`config.mk`:
```
export PLATFORM = sky130hd
export DESIGN_NAME = apb_arb_master
export DESIGN_NICKNAME = d
export VERILOG_FILES = /design/src/rtl/apb_arb_master.sv
export SDC_FILE = /design/constraint.sdc
export NUM_CORES = 1
export LEC_CHECK = 0
export BUFFER_PORTS_ARGS = -buffer_cell sky130_fd_sc_hd__buf_4
export CAP_MARGIN = 20
export CELL_PAD_IN_SITES_DETAIL_PLACEMENT = 1
export CELL_PAD_IN_SITES_GLOBAL_PLACEMENT = 2
export CORE_AREA = 2 2 141 143
export DETAILED_ROUTE_END_ITERATION = 8
export DIE_AREA = 0 0 143 145
export PLACE_DENSITY_LB_ADDON = 0.25
export SLEW_MARGIN = 20
export SYNTH_ARGS = -nofsm -noshare
export SYNTH_HDL_FRONTEND = slang
export SYNTH_SLANG_ARGS = --single-unit
```
`constraint.sdc`:
```
create_clock -name PCLK -period 2.2 [get_ports PCLK]
set_clock_uncertainty 0.2 [all_clocks]
set_input_delay 0.22 -clock PCLK [delete_from_list [all_inputs] [get_ports PCLK]]
set_output_delay 0.22 -clock PCLK [all_outputs]
set_load 0.05 [all_outputs]
```
`src/rtl/apb_arb_master.sv`:
```
// Two-requester APB master with round-robin arbitration.
// Each granted request runs one APB transfer (SETUP, ACCESS) and then returns
// to IDLE, where the requester receives a one-cycle rq_done/rq_err pulse.
// A stalled slave is abandoned after TIMEOUT ACCESS cycles with rq_err set.
module apb_arb_master #(
   parameter int unsigned TIMEOUT = 16,
   parameter int unsigned AW      = 32,
   parameter int unsigned DW      = 32
) (
   input  logic            PCLK,
   input  logic            PRESET,
   input  logic [1:0]      rq_valid,
   input  logic [1:0]      rq_write,
   input  logic [2*AW-1:0] rq_addr,
   input  logic [2*DW-1:0] rq_wdata,
   output logic [1:0]      rq_done,
   output logic [1:0]      rq_err,
   output logic [DW-1:0]   rq_rdata,
   output logic            PSEL,
   output logic            PENABLE,
   output logic            PWRITE,
   output logic [AW-1:0]   PADDR,
   output logic [DW-1:0]   PWDATA,
   input  logic            PREADY,
   input  logic            PSLVERR,
   input  logic [DW-1:0]   PRDATA
);

   typedef enum logic [1:0] {
      S_IDLE   = 2'd0,
      S_SETUP  = 2'd1,
      S_ACCESS = 2'd2
   } state_t;

   // Counter value in the ACCESS cycle that exhausts the timeout budget.
   localparam logic [7:0] TIMEOUT_LAST = 8'(TIMEOUT - 1);

   state_t          state_q,  state_d;
   logic            grant_q,  grant_d;    // current grant, doubles as last-granted
   logic            pwrite_q, pwrite_d;
   logic [AW-1:0]   paddr_q,  paddr_d;
   logic [DW-1:0]   pwdata_q, pwdata_d;
   logic [7:0]      cnt_q,    cnt_d;
   logic [1:0]      done_q,   done_d;
   logic [1:0]      err_q,    err_d;
   logic [DW-1:0]   rdata_q,  rdata_d;

   logic [1:0]      eligible;
   logic            sel;

   // A requester whose done pulse is visible this cycle must not be re-granted.
   assign eligible = rq_valid & ~done_q;

   // Next-state, arbitration and completion logic.
   always_comb begin
      // NOTE: every _d signal gets a default first so no branch can infer a latch.
      state_d  = state_q;
      grant_d  = grant_q;
      pwrite_d = pwrite_q;
      paddr_d  = paddr_q;
      pwdata_d = pwdata_q;
      cnt_d    = cnt_q;
      done_d   = 2'b00;
      err_d    = 2'b00;
      rdata_d  = rdata_q;
      sel      = 1'b0;

      case (state_q)
         S_IDLE: begin
            if (|eligible) begin
               // On a tie the requester not granted last time wins.
               sel      = (eligible == 2'b11) ? ~grant_q : eligible[1];
               grant_d  = sel;
               pwrite_d = rq_write[sel];
               paddr_d  = sel ? rq_addr[AW +: AW]  : rq_addr[0 +: AW];
               pwdata_d = sel ? rq_wdata[DW +: DW] : rq_wdata[0 +: DW];
               cnt_d    = 8'd0;
               state_d  = S_SETUP;
            end
         end

         S_SETUP: begin
            state_d = S_ACCESS;
         end

         S_ACCESS: begin
            if (PREADY) begin
               // A slave answering on the last allowed cycle still completes normally.
               state_d = S_IDLE;
               done_d  = grant_q ? 2'b10 : 2'b01;
               err_d   = PSLVERR ? done_d : 2'b00;
               rdata_d = pwrite_q ? '0 : PRDATA;
            end else if (cnt_q == TIMEOUT_LAST) begin
               state_d = S_IDLE;
               done_d  = grant_q ? 2'b10 : 2'b01;
               err_d   = done_d;
               rdata_d = '0;
            end else begin
               cnt_d = cnt_q + 8'd1;
            end
         end

         default: begin
            state_d = S_IDLE;
         end
      endcase
   end

   // State and datapath registers with synchronous reset; reset aborts any transfer.
   always_ff @(posedge PCLK) begin
      // NOTE: non-blocking assignments so every flop samples pre-edge values.
      if (PRESET) begin
         state_q  <= S_IDLE;
         grant_q  <= 1'b1;          // requester 0 wins the first tie
         pwrite_q <= 1'b0;
         paddr_q  <= '0;
         pwdata_q <= '0;
         cnt_q    <= 8'd0;
         done_q   <= 2'b00;
         err_q    <= 2'b00;
         rdata_q  <= '0;
      end else begin
         state_q  <= state_d;
         grant_q  <= grant_d;
         pwrite_q <= pwrite_d;
         paddr_q  <= paddr_d;
         pwdata_q <= pwdata_d;
         cnt_q    <= cnt_d;
         done_q   <= done_d;
         err_q    <= err_d;
         rdata_q  <= rdata_d;
      end
   end

   assign PSEL     = (state_q != S_IDLE);
   assign PENABLE  = (state_q == S_ACCESS);
   assign PWRITE   = pwrite_q;
   assign PADDR    = paddr_q;
   assign PWDATA   = pwdata_q;
   assign rq_done  = done_q;
   assign rq_err   = err_q;
   assign rq_rdata = rdata_q;

endmodule

```
# ---- After elaboration in Yosys (flattened, before gate mapping)
# Index checks and enable logic that the tools add are counted.
dict set report word_totals {
  regBits 112
  latchBits 0
  ramBits 0
  romBits 0
  inputBits 168
  output_inout_bits 103
  elab_cells 54
  memories 0
}
dict set report classes {
  addsub 1
  n_mul 0
  n_div 0
  order_cmp 1
  eq_ne 8
  shift 0
  muxes 21
  n_bitwise 4
  reduce_logical 10
}
# op count
set op_table {}
lappend op_table {{32-bit two-way mux} 5}
lappend op_table {{8-bit two-way mux} 3}
lappend op_table {{2-bit two-way mux} 8}
lappend op_table {{8-bit one-hot mux with 2 select lines} 1}
lappend op_table {{8-bit by 1-bit adder with 8-bit output (second input constant)} 1}
lappend op_table {{8-bit by 4-bit equality test with 1-bit output (second input constant)} 1}
lappend op_table {{2-bit != test (second input constant)} 3}
lappend op_table {{2-bit one-hot mux with 3 select lines} 1}
lappend op_table {{2-bit AND reduction} 3}
lappend op_table {{2-bit nonzero test} 3}
lappend op_table {{2-bit equality test (second input constant)} 2}
lappend op_table {{4-bit AND reduction} 1}
lappend op_table {{2-bit OR reduction} 2}
lappend op_table {{1-bit two-way mux} 3}
lappend op_table {{3-bit by 1-bit != test with 1-bit output (second input constant)} 1}
lappend op_table {{2-bit AND} 1}
lappend op_table {{2-bit by 1-bit equality test with 1-bit output (second input constant)} 1}
lappend op_table {{2-bit zero test} 1}
lappend op_table {{1-bit by 2-bit less-than comparator with 1-bit output (second input constant)} 1}
lappend op_table {{1-bit NOT} 2}
lappend op_table {{2-bit NOT} 1}

# ---- Longest topological paths before layout
# Gate-level depths: netlist of run 1.
dict set report depth {
  depth_word 6
  mapped_depth 7
  depth_no_buf 5
}

# ---- Worst setup path before layout of run 1
# No wires, ideal clock.
dict set report synth_timing {
  path_type {register -> register}
  startpoint {reg done_q[1] (netlist: rq_done[1])}
  endpoint {reg grant_q}
  arrival_time_ns 1.694
  path_slack_ns 0.187
  path_stages_with_launch 8
  path_buffers 3
  period_less_slack_ns 2.013
  cell_sequence {dfxtp_1 nor2b_1 a21bo_2 clkbuf_1 buf_4 buf_6 nor2_1 a211o_1}
}
dict set report synth_via {
  elab_chain_cells 4
  elab_cells_between_ends 6
  classes_between {eq/ne: 1; mux: 1; bitwise: 2; reduce/logical: 2}
}
# item line_no
set synth_rtl {}
lappend synth_rtl {{from (decl)} 44} ;# logic [1:0] done_q, done_d;
lappend synth_rtl {{from (signal assigned)} 129} ;# done_q <= done_d;
lappend synth_rtl {{2-bit NOT (*)} 52} ;# assign eligible = rq_valid & ~done_q;
lappend synth_rtl {{2-bit AND (*)} 52}
lappend synth_rtl {{2-bit equality test or 2-bit OR reduction (tied branches)} {72, 70}}
lappend synth_rtl {{1-bit two-way mux or 2-bit AND reduction (tied branches)} --}
lappend synth_rtl {{to (signal assigned)} 124} ;# grant_q <= grant_d;
lappend synth_rtl {{to (decl)} 39} ;# logic grant_q, grant_d;
# Mark *: on every way between the ends. The rest lies on a longest branch, timed or not.
# A chain may end at the register's enable or synchronous reset.

# ---- Final worst setup path of run 1
dict set report layout_timing {
  startpoint {reg cnt_q[0]}
  endpoint {reg rdata_q[31] (netlist: rq_rdata[31])}
}
dict set report layout_via {
  elab_chain_cells 3
}
# item line_no
set layout_rtl {}
lappend layout_rtl {{from (decl)} 43} ;# logic [7:0] cnt_q, cnt_d;
lappend layout_rtl {{from (signal assigned)} 128} ;# cnt_q <= cnt_d;
lappend layout_rtl {{8-bit by 4-bit equality test with 1-bit output} 93} ;# end else if (cnt_q == TIMEOUT_LAST) begin
lappend layout_rtl {{2-bit nonzero test (no line)} --}
lappend layout_rtl {{2-bit AND reduction (no line)} --}
lappend layout_rtl {{to (signal assigned)} 131} ;# rdata_q <= rdata_d;
lappend layout_rtl {{to (decl)} 46} ;# logic [DW-1:0] rdata_q, rdata_d;
# Every way passes these cells.

==> metrics.md, run 1 <==
| Metric | Value |
|---|---|
| Routed wire length | `16080 µm` |
| Critical setup path kind | `reg -> reg` |
| Min cycle time layout | `1.989 ns` |
| I/O pin cnt | `271` |
| Status | `completed` |
| Final hold vios | `0` |
| Gate Count Post-Synth | `445` |
| Vias in the first global route | `4919` |
| Setup TNS Final | `0 ns` |
| Post-synth ARST share | `0` |
| Largest net degree at the start of global routing | `42` |
| Hpwl dp | `12020 µm` |
| Tcrit/Tclk final | `0.9042` |
| Antenna violations before repair | `0` |
| Slew margin rel. | `0.6724` |
| Leakage power | `3.615 nW` |
| Ranking of synthesized cells by area | `dfxtp_1 49%, mux2i_1 14%, a211oi_1 11%, a22o_1 6.2%, nor2_1 5.8%` |
| Most frequent cell after synthesis | `dfxtp_1` |
| Worst-skew pair later-pin latency | `0.35 ns` |
| CP max stage cell | `dfxtp_1` |
| RSZ-0062 raised after global routing | `false` |
| Number of iterations in the first detailed-routing pass | `4` |
| Yosys warnings | `0` |
| Placer Congestion | `0.7167` |
| F_max | `502.7 MHz` |
| Crit path required time | `2.25 ns` |
| # port buffers | `270` |
| Vias/cell | `4.453` |
| Total Nets Final | `915` |
| CTS tree | `built` |
| # H-tree levels | `3` |
| Layout cell share with drive strength beyond 1 | `0.4115` |
| Number of remaining DRC errors | `0` |
| Top FF cell, synth | `dfxtp_1` |
| Pwr Density | `760.3 mW/mm²` |
| Mapped Nets | `614` |
| Initial Util | `0.2363` |
| Row cnt | `51` |
| CTS buffer count | `9` |
| Synth cell types | `37` |
| Avg Cell Area, Syn | `10.20 µm²` |
| Synth-to-layout area growth | `67.82%` |
| FF+latch count, synth | `112` |
| Register clock-pin slew on the reported worst setup and hold paths | `0.08 ns` |
| Antenna cells | `0` |
| Post-synth EDFFs | `0` |
| Max-cap violations | `0` |
| Post-CTS sizing | `0` |
| Worst Max-Slew Pin Slew | `0.4914 ns` |
| Core Region | `0.01921 mm²` |
| Final setup margin | `0.2108 ns` |
| Mapped Area | `0.004538 mm²` |
| Commonest cells post-synth | `112 x dfxtp_1, 70 x nor2_1, 65 x a211oi_1, 65 x mux2i_1, 32 x a22o_1` |
| CP startpoint kind | `flop` |
| Final setup fails | `0` |
| Filler cells | `2184` |
| Max-slew violations | `0` |
| Die Footprint | `0.02074 mm²` |
| Worst hold-check path type | `in -> reg` |
| Worst vdd ir | `0.3996 mV` |
| Die Span Y | `145 µm` |
| Crit path capture type | `flop` |
| Routed Antenna Nets | `0` |
| Total grt overflow | `0` |
| Worst-path cell chain | `ha_1 > nand3_1 > o21bai_4 > a21oi_2 > buf_4 > a22o_1` |
| Total GRT Usage | `0.1522` |
| Cell taking the most area after synthesis | `dfxtp_1` |
| Crit path largest cell delay | `0.38 ns` |
| First-pass GRT wire length | `25160 µm` |
| Root buf cell | `clkbuf_16` |
| Worst Path Max Fanout | `32` |
| Clock Sinks | `112` |
| Vias | `4524` |
| Die Wd | `143 µm` |
| Sequential-to-total area share from yosys stat | `0.4941` |
| Area share of the largest cell type after synthesis | `0.4941` |
| WP data arrival | `2.04 ns` |
| Max Root-Sink Buffers | `2` |
| DP Worst Slack | `0.2141 ns` |
| DR WL/cell | `15.83 µm` |
| DRT iter0 DRCs | `111` |
kinds of logic (layout without fill, tap and decap cells):
group | after synthesis | count (layout) | synth area share
compound gates | 119 | 119 | 0.2049
mux | 65 | 65 | 0.1434
buf+inv | 43 | 349 | 0.05073
fa+ha+maj | 1 | 1 | 0.002757
flops | 112 | 112 | 0.4941
simple gates | 105 | 105 | 0.1042
area by class of cell:
type | count | area (µm²) | area share
Timing Repair Buffer | 331 | 2648 | 0.3476
Sequential cell | 112 | 2242 | 0.2944
Multi-Input combinational cell | 290 | 2095 | 0.2750
Tap cell | 265 | 331.6 | 0.04354
Clock buffer | 9 | 225.2 | 0.02957
Clock inverter | 7 | 67.56 | 0.008871
Inverter | 2 | 7.507 | 0.0009857
registers in the layout, indices dropped and copies added (netlist names):
name	count
rq_done	2
PWDATA	32
state_q	2
PWRITE	1
rq_rdata	32
grant_q	1
cnt_q	8
PADDR	32
rq_err	2
worst max-delay path, delay by kind of cell (launching register included):
family	cells	cell delay, ns
AO/OA/AOI/OAI	3	0.58
flip-flops	1	0.38
AND/OR/NAND/NOR	1	0.27
buffers and inverters	1	0.23
adder cells (fa/ha/maj)	1	0.21
metrics by stage:
step	util	hold slack (ns)	cells	instance area, µm²	power [mW]
after detailed placement	0.3578	0.2353	955	6873	4.145
after CTS	0.3965	0.0006981	1016	7616	5.912
after floorplan	-	0.1455	445	4538	3.436
after global placement	0.3578	0.2305	955	6873	4.111
after global routing	0.3965	0.01131	1016	7616	6.093
final	0.3965	0.01226	1016	7616	5.790
placed cells by master (no fill, tap or decap), types with 2 or more instances in the layout:
cell type and count:
buf_4 282, dfxtp_1 112, nor2_1 70, mux2i_1 65, a211oi_1 65, dlygate4sd3_1 45, a22o_1 32, nand3_1 11
clkbuf_16 9, a21oi_1 5, nor2b_1 4, nand2_1 4, a31oi_1 4, nor3_1 4, buf_12 4, nand3b_1 3
inv_6 3, inv_8 3, o21ai_0 2, o21a_1 2, or3_1 2, inv_1 2
what timing repair did:
action / CTS / global route
endpoints found under the hold margin: 48 / 0
buffers inserted: 0 / 0
hold buffers: 45 / 0
endpoints found under the setup margin: 0 / 0
report_power, final:
group | leakage [nW] | internal, mW | switching [mW]
combinational | 2.55 | 0.720 | 1.11
clock | 0.143 | 0.807 | 0.847
sequential | 0.921 | 2.20 | 0.101
worst paths after layout:
path,from,cells after the start,slack [ns],endpoint
max reg2reg,cnt_q[0]$_SDFFE_PP0P_,6,0.21,rq_rdata[31]$_SDFFE_PP0P_
max,cnt_q[0]$_SDFFE_PP0P_,6,0.21,rq_rdata[31]$_SDFFE_PP0P_
min reg2reg,rq_rdata[15]$_SDFFE_PP0P_,1,0.29,rq_rdata[15]$_SDFFE_PP0P_
min,rq_addr[47],3,0.01,PADDR[15]$_SDFFE_PP0P_
layer usage:
| layer | GRT usage | vias to the layer above | wire, µm |
|---|---|---|---|
| met3 | 0.05545 | 18 | 1457 |
| met5 | 0 | - | 0 |
| met4 | 0.04554 | 0 | 284 |
| met1 | 0.1696 | 2084 | 6312 |
| met2 | 0.2679 | 181 | 8025 |
| li1 | - | 2241 | - |
Note: power is estimated with default switching activity, not from simulation.
==> inputs of run 2 (changes only) <==
- CAP_MARGIN: 20 -> unset
- REMOVE_ABC_BUFFERS: unset -> 1
==> run 2 against run 1 <==
Total power increased by 0.29%. Combinational power about the same. Sequential share of layout area increased by 0.44 points. Sequential power about the same. Hold slack improved by 0.0027 ns. Via count decreased by 0.11%. Die area unchanged. Count of clock-buffer cells in the layout increased by 2. Global-route usage increased by 0.38 points. Wire length increased by 1.5%. Setup slack got worse by 0.053 ns. Maximum frequency decreased by 2.6%. Critical path type unchanged. Largest cell class unchanged.
==> metrics.md, run 2 (synthesis gave the netlist of run 1 again) <==
| Metric | Value |
|---|---|
| Post-CTS sizing | `0` |
| WP data arrival | `2.07 ns` |
| Die Span Y | `145 µm` |
| Synth-to-layout area growth | `65.37%` |
| Leakage power | `3.553 nW` |
| Root buf cell | `clkbuf_16` |
| Largest net degree at the start of global routing | `61` |
| Status | `completed` |
| Worst-path cell chain | `ha_1 > nand3_1 > o21bai_4 > a21oi_2 > buf_4 > a22o_1` |
| Die Footprint | `0.02074 mm²` |
| I/O pin cnt | `271` |
| Tcrit/Tclk final | `0.9282` |
| Initial Util | `0.2363` |
| Met3 Use GR | `0.06172` |
| Total GRT Usage | `0.1560` |
| Worst flop-to-flop path endpoint | `rq_rdata[13]$_SDFFE_PP0P_` |
| FF-to-FF Start | `cnt_q[0]$_SDFFE_PP0P_` |
| Hpwl dp | `11820 µm` |
| Worst Max-Slew Pin Slew | `0.4915 ns` |
| Clock Sinks | `112` |
| Pwr Density | `773.8 mW/mm²` |
| Row cnt | `51` |
| Total grt overflow | `0` |
| Number of remaining DRC errors | `0` |
| Total Nets Final | `900` |
| Worst vdd ir | `0.4224 mV` |
| Register-to-register setup slack | `0.16 ns` |
| Met2 global-route usage | `0.2639` |
| Worst Path Max Fanout | `32` |
| # H-tree levels | `3` |
| Worst-skew pair later-pin latency | `0.35 ns` |
| Max-slew violations | `0` |
| Core Region | `0.01921 mm²` |
| Worst hold-check path type | `in -> reg` |
| RSZ-0062 raised after global routing | `false` |
| Final hold vios | `0` |
| Antenna violations before repair | `0` |
| Vias/cell | `4.519` |
| Setup TNS Final | `0 ns` |
| Cells after DPL | `951` |
| Max-cap violations | `0` |
| Die Wd | `143 µm` |
| Layout cell share with drive strength beyond 1 | `0.4122` |
| Reg2reg path depth | `6` |
| Vias in the first global route | `4778` |
| Final Instance Count excl. Fillers | `1000` |
| Worst path depth | `6` |
| DR WL/cell | `16.32 µm` |
| Antenna cells | `0` |
| CP top delay family | `compound AO/OA/AOI/OAI gates` |
| Routed Antenna Nets | `0` |
| Register clock-pin slew on the reported worst setup and hold paths | `0.08 ns` |
| CTS buffer count | `9` |
| Crit path from | `cnt_q[0]$_SDFFE_PP0P_` |
| Crit path buf inv count | `1` |
| Crit path capture type | `flop` |
| Slew margin rel. | `0.6723` |
| M1 GR Usage | `0.1774` |
| CP max stage cell | `dfxtp_1` |
| F_max | `489.7 MHz` |
| First-pass GRT wire length | `25510 µm` |
| Final setup fails | `0` |
| Commonest cells after routing, fill and taps aside | `276 x buf_4, 112 x dfxtp_1, 70 x nor2_1` |
| Most common cell after layout, fill and taps aside | `buf_4` |
| Number of iterations in the first detailed-routing pass | `4` |
| CP startpoint kind | `flop` |
| Min cycle time layout | `2.042 ns` |
| # port buffers | `270` |
| Max Root-Sink Buffers | `2` |
| CTS tree | `built` |
| Vias | `4519` |
| Routed wire length | `16320 µm` |
| Placer Congestion | `0.7495` |
| CP endpoint | `rq_rdata[13]$_SDFFE_PP0P_` |
| Grt peak-use layer | `met2` |
| DRT iter0 DRCs | `122` |
| Final setup margin | `0.1580 ns` |
| Critical setup path kind | `reg -> reg` |
| DP Worst Slack | `0.2043 ns` |
| Crit path largest cell delay | `0.37 ns` |
| Crit path required time | `2.23 ns` |
[run 2: changes by cell type in the layout (fill, tap and decap cells not counted), moves of 2 or more]
| cell | before | now |
|---|---|---|
| buf_12 | 4 | 6 |
| inv_6 | 3 | 1 |
| inv_8 | 3 | 0 |
| dlygate4sd3_1 | 45 | 34 |
| buf_4 | 282 | 276 |
[run 2: timing repair]
item                      CTS  global route
hold buffers               34             0
hold endpoints to repair   35             0
setup buffers               0             0
[run 2: area by class of cell]
cell class / count / area [µm²]
sequential: 112 / 2242
fill: 2192 / 11700
inverter: 2 / 7.507
multi-input combinational: 290 / 2095
clock buffer: 11 / 242.7
tap: 265 / 331.6
timing repair buffer: 316 / 2532
clock inverter: 4 / 53.80
[run 2: metrics by stage]
step | hold WS [ns] | power, mW | cell area, µm² | utilization
3_5_place_dp | 0.2356 | 4.132 | 6868 | 0.3576
6_report | 0.01493 | 5.807 | 7505 | 0.3907
3_3_place_gp | 0.2299 | 4.107 | 6868 | 0.3576
5_1_grt | 0.01593 | 6.095 | 7505 | 0.3907
2_1_floorplan | 0.08907 | 3.404 | 4315 | -
4_1_cts | 0.0001774 | 5.898 | 7505 | 0.3907
[run 2: layer usage]
layer,part of all wire,wire (µm)
met5,0,0
met4,0.017,285
met3,0.11,1747
met2,0.48,7784
met1,0.40,6499
[run 2: worst reg2reg max path, cell delays in order (launching register included)]
cell and delay, ns:
dfxtp_1 0.37, ha_1 0.21, nand3_1 0.28, o21bai_4 0.25, a21oi_2 0.07, buf_4 0.25, a22o_1 0.30
[run 2: report_power, final]
part	switching [mW]	internal (mW)	total, mW
combinational	1.11	0.699	1.81
sequential	0.101	2.20	2.31
clock	0.777	0.915	1.69
[run 2: worst min-delay path by stage]
stage,startpoint,endpoint,slack [ns],cells after the start
6_report,rq_wdata[9],PWDATA[9]$_SDFFE_PP0P_,0.01,3
5_1_grt,rq_wdata[55],PWDATA[23]$_SDFFE_PP0P_,0.02,3
4_1_cts,rq_wdata[41],PWDATA[9]$_SDFFE_PP0P_,0.0002,3
3_5_place_dp,PRDATA[2],rq_rdata[2]$_SDFFE_PP0P_,0.24,2
3_3_place_gp,PRDATA[3],rq_rdata[3]$_SDFFE_PP0P_,0.23,2
2_1_floorplan,PRESET,cnt_q[1]$_SDFFE_PP0P_,0.09,1
